**config.mk**
```make
export PLATFORM = sky130hd
export DESIGN_NAME = xgriscv_wb_stage
export DESIGN_NICKNAME = d
export VERILOG_FILES = /design/src/rtl/xgriscv_wb_stage.sv
export SDC_FILE = /design/constraint.sdc
export NUM_CORES = 1
export LEC_CHECK = 0
export CAP_MARGIN = 20
export CORE_ASPECT_RATIO = 2
export CORE_MARGIN = 4
export CORE_UTILIZATION = 40
export DETAILED_ROUTE_END_ITERATION = 6
export DONT_BUFFER_PORTS = 1
export PLACE_DENSITY = 0.6
export RECOVER_POWER = 100
export SYNTH_ARGS = -nofsm -noshare
export SYNTH_HDL_FRONTEND = slang
export SYNTH_SLANG_ARGS = --single-unit
```
**constraint.sdc**
```tcl
create_clock -name clk -period 2.6 [get_ports clk]
set_clock_uncertainty 0.05 [all_clocks]
set_input_delay 0.26 -clock clk [delete_from_list [all_inputs] [get_ports clk]]
set_output_delay 0.26 -clock clk [all_outputs]
set_load 0.1 [all_outputs]
```
**src/rtl/xgriscv_wb_stage.sv**
```systemverilog
// MEM/WB pipeline register and writeback datapath: load alignment/extension,
// writeback source select, regfile write port and retired-instruction counter.
module xgriscv_wb_stage #(
  parameter int XLEN        = 32,
  parameter int RFIDX_WIDTH = 5,
  parameter int ADDR_SIZE   = 32
) (
  input  logic                   clk,
  input  logic                   rstn,
  input  logic                   stall,
  input  logic                   flush,
  input  logic                   m_valid,
  input  logic [ADDR_SIZE-1:0]   m_pc,
  input  logic                   m_regwrite,
  input  logic [RFIDX_WIDTH-1:0] m_rd,
  input  logic [1:0]             m_wbsel,
  input  logic [XLEN-1:0]        m_aluout,
  input  logic [XLEN-1:0]        m_memdata,
  input  logic [2:0]             m_funct3,
  output logic                   write,
  output logic [RFIDX_WIDTH-1:0] writeaddress,
  output logic [XLEN-1:0]        writedata,
  output logic [ADDR_SIZE-1:0]   pc,
  output logic                   wb_valid,
  output logic [63:0]            instret
);

  typedef enum logic [2:0] {
    F3_LB  = 3'b000,
    F3_LH  = 3'b001,
    F3_LW  = 3'b010,
    F3_LBU = 3'b100,
    F3_LHU = 3'b101
  } load_f3_e;

  typedef enum logic [1:0] {
    WB_ALU  = 2'b00,
    WB_LOAD = 2'b01,
    WB_PC4  = 2'b10,
    WB_ALU2 = 2'b11
  } wbsel_e;

  logic [7:0]           load_byte;
  logic [15:0]          load_half;
  logic [XLEN-1:0]      load_data;
  logic [ADDR_SIZE-1:0] pc_plus4;
  logic [XLEN-1:0]      wb_result;
  logic                 wb_write;

  assign load_half = m_aluout[1] ? m_memdata[31:16] : m_memdata[15:0];
  assign pc_plus4  = m_pc + ADDR_SIZE'(4);
  assign wb_write  = m_valid & m_regwrite & (m_rd != '0);

  // NOTE: every always_comb output gets a default before the case so no
  // path through the block leaves it unassigned (which would infer a latch).
  always_comb begin
    load_byte = m_memdata[7:0];
    case (m_aluout[1:0])
      2'd1:    load_byte = m_memdata[15:8];
      2'd2:    load_byte = m_memdata[23:16];
      2'd3:    load_byte = m_memdata[31:24];
      default: load_byte = m_memdata[7:0];
    endcase
  end

  // Reserved load encodings fall through to the raw word, same as LW.
  always_comb begin
    load_data = m_memdata;
    case (load_f3_e'(m_funct3))
      F3_LB:   load_data = {{(XLEN-8){load_byte[7]}}, load_byte};
      F3_LH:   load_data = {{(XLEN-16){load_half[15]}}, load_half};
      F3_LBU:  load_data = {{(XLEN-8){1'b0}}, load_byte};
      F3_LHU:  load_data = {{(XLEN-16){1'b0}}, load_half};
      default: load_data = m_memdata;
    endcase
  end

  always_comb begin
    wb_result = m_aluout;
    case (wbsel_e'(m_wbsel))
      WB_LOAD: wb_result = load_data;
      WB_PC4:  wb_result = XLEN'(pc_plus4);
      default: wb_result = m_aluout;
    endcase
  end

  // NOTE: state registers use non-blocking assignments so every register
  // samples pre-edge values; reset is synchronous and outranks flush/stall.
  always_ff @(posedge clk) begin
    if (!rstn) begin
      wb_valid     <= 1'b0;
      write        <= 1'b0;
      writeaddress <= '0;
      writedata    <= '0;
      pc           <= '0;
      instret      <= '0;
    end else begin
      // An entry retires when it leaves WB, so a stalled entry counts once.
      if (wb_valid && !stall) instret <= instret + 64'd1;

      if (flush) begin
        wb_valid <= 1'b0;
        write    <= 1'b0;
      end else if (!stall) begin
        wb_valid     <= m_valid;
        write        <= wb_write;
        writeaddress <= m_rd;
        writedata    <= wb_result;
        pc           <= m_pc;
      end
    end
  end

endmodule

```
==> results.md <==
* Net switching power at 0.00170 W
* Iteration-0 DRC Markers at 263
* Port Buffers at 0
* Proportion of layout cells with a drive suffix above 1 at 11.2%
* Status: complete, but fails checks
* Layout area overhead at 26.8%
* Startpoint types: register
* Layout Cells excl Fill at 1325
* Int Pwr at 0.00381 W
* Clock Latency Late Sink at 0.42 ns
* R2R depth at 6
* CP Data Required Time at 2.89 ns
* RSZ-0062 raised after global routing: no
* Vias in the first global route at 7704
* Met3 wire len at 2.37 mm
* Pwr/cell area at 603 nW/µm²
* Final wirelength at 28.4 mm
* Clock Power Share at 43.2%
* Sw frac at 30.8%
* Hold crit path type: input port to register
* Post-DRT Antenna Nets at 0
* Final Hold Viols at 0
* Root Buffer: clkbuf_16
* Setup TNS at 0 ns
* Maximum fanout along the worst path at 5
* H-tree depth at 4
* CP endpoint kind: register
* CTS tree: done
* Failing checks: max-capacitance violations, max-slew violations
* Area contributors post-synth: dfxtp_1 37%, nand2_1 7.8%, a21oi_1 6.5%, nor2_1 3.3%, xor2_1 3.2%
* Clk pin slew, worst setup/hold paths at 0.06 ns
* Initial Util at 40.6%
* Synth warnings at 0
* WHS Path Cells at 2
* 1st-pass router iterations at 7
* Total die area at 20400 µm²
* Synthesized net count at 1053
* Die outline height at 198 µm
* Worst-margin pin slew at 1.89 ns
* Total global routing overflow at 0
* Drt wl/cell at 21.4 µm
* Worst relative slew slack at -26.0%
* Final setup fails at 0
* Crit Path Category: register to register
* Most used DFF post-synth: dfxtp_1
* Worst IR drop on VDD at 357 µV
* Seq cells post-synth at 135
* Most frequent cell after synthesis: nand2_1
* TritonCTS buffer count at 17
* Highest clock rate at 416 MHz
* Total track usage at 27.5%
* Top sig layer: met4
* Routed via count at 7621
* Post-CTS Resized at 0
* Pleak at 3.15 nW
* DP Cell Count at 1235
* First-pass GRT wire length at 42.4 mm
* Yosys top cell by area: dfxtp_1
* Yosys cell types at 57
* Largest net degree at the start of global routing at 109
* GPL Wtd Cong at 0.986
* Met2 wire length at 15.5 mm
* HPWL Detailed at 21.1 mm
* Synth top area share at 37.5%
* # DRC at 0
* Met1 Wirelength at 8.81 mm
* Logic pwr share at 16.0%
* Max-cap viol count at 1
* Avg Cell Area, Syn at 7.70 µm²
* Die width at 103 µm
* Sequential area share after synthesis at 37.5%
* Routed vias/inst at 5.75
* Num Clock Sinks at 135
* Mapped Area at 7210 µm²
* Sequential power share at 40.9%
* Initial antenna violation count at 1
* Final Critical Period at 2.41 ns
* I/O Pins at 247
* Async SR Flop Fraction at 0%
* Post-synth EDFFs at 0
* CP arrival at 2.70 ns
* Row count at 69
* Final Max Slew Viols at 29
* Longest Clk Path Bufs at 2
* Top cells by count, synth: 149 x nand2_1, 135 x dfxtp_1, 94 x a21oi_1
* Core Region at 17800 µm²
* Nets at 1214
* Post-Synthesis Cells at 937
* Final Cycle Share at 92.5%
final timing paths:
check	start	end	slack [ns]
setup / recovery	instret[20]	instret[25]	0.19
hold / removal	m_aluout[11]	writedata[11]	0.02
setup reg to reg	instret[20]	instret[25]	0.19
hold reg to reg	pc[5]	pc[5]	0.40
power groups by stage:
stage                     Clock (W)  Combinational [W]  Sequential, W
after floorplan                   0           0.000300        0.00264
after global placement            0           0.000831        0.00230
after detailed placement          0           0.000834        0.00230
after CTS                   0.00243           0.000923        0.00226
after global routing        0.00251           0.000931        0.00226
final                       0.00238           0.000880        0.00225
stage by stage:
stage	area [µm²]	total power, W	setup WS, ns	hold WS [ns]	util, %
after floorplan	7270	0.00294	0.00748	0.344	-
after global placement	8420	0.00313	0.123	0.329	47.3
after detailed placement	8420	0.00313	0.0927	0.333	47.3
after CTS	9570	0.00561	0.291	0.000487	53.8
after global routing	9150	0.00570	0.0873	0.00719	51.5
final	9150	0.00552	0.194	0.0200	51.5
cell families after synthesis:
kind of cell,Yosys count,share of synthesized area [%]
buffers and inverters,87,4.56
muxes,15,2.22
AOI/OAI and AO/OA,227,19.3
xor gates and xnor gates,50,6.07
adders and majority gates,4,0.694
DFF,135,37.5
and+or+nand+nor,419,29.7
placed cells by master, fill, tap and decap left out, drive strengths merged, types with 3 or more instances in the layout:
| cell type | netlist | final |
|---|---|---|
| buf | 8 | 37 |
| o31a | 6 | 6 |
| nand3b | 20 | 20 |
| nor3 | 17 | 17 |
| o221ai | 8 | 8 |
| o21ai | 43 | 43 |
| xnor2 | 24 | 24 |
| nand4 | 29 | 29 |
| clkinv | 1 | 7 |
| nor4 | 25 | 25 |
| ha | 4 | 4 |
| dlygate4sd3 | 0 | 56 |
| or2 | 5 | 5 |
| nand2 | 149 | 149 |
| a311oi | 3 | 3 |
| a211oi | 3 | 3 |
| nand3 | 36 | 36 |
| clkbuf | 48 | 129 |
| mux2i | 7 | 7 |
| or3 | 22 | 22 |
| and4 | 6 | 6 |
| xor2 | 26 | 26 |
| a31oi | 14 | 14 |
| nand2b | 9 | 9 |
| inv | 30 | 30 |
| mux2 | 8 | 8 |
| nor2b | 9 | 9 |
| a21oi | 94 | 94 |
| o211ai | 27 | 27 |
| dfxtp | 135 | 135 |
| nor2 | 64 | 64 |
| and3 | 11 | 11 |
| or4 | 12 | 12 |
| o31ai | 9 | 9 |
final cells by class:
class                      count  area (µm²)
clock buffer                  24         472
clock inverter                 8        97.6
multi-input combinational    715        4170
timing repair buffer         198        1270
sequential                   135        2750
antenna                        1        2.50
tap                          213         267
inverter                      31         118
fill                        1795        8630
flip-flops by register name (all words and copies together) (netlist names):
signal and cells:
instret 64, pc 32, wb_valid 1, write 1
writeaddress 5, writedata 32
worst max-delay path, cell delays in order (launching register included):
cell	delay, ns
dfxtp_2	0.33
clkbuf_1	0.99
and3_1	0.34
and2_1	0.16
nand4_1	0.11
xor2_1	0.22
nor2_1	0.13
metal layers:
layer | global-route usage, % | vias up
li1 | - | 3700
met1 | 24.6 | 3549
met2 | 51.2 | 300
met4 | 16.8 | 0
met3 | 8.89 | 72
met5 | 0 | -
repair_timing:
action,CTS,global route
hold endpoints to repair,72,0
endpoints found under the setup margin,0,0
hold buffers,57,0
setup buffers,0,0
Note: power is estimated with default switching activity, not from simulation.
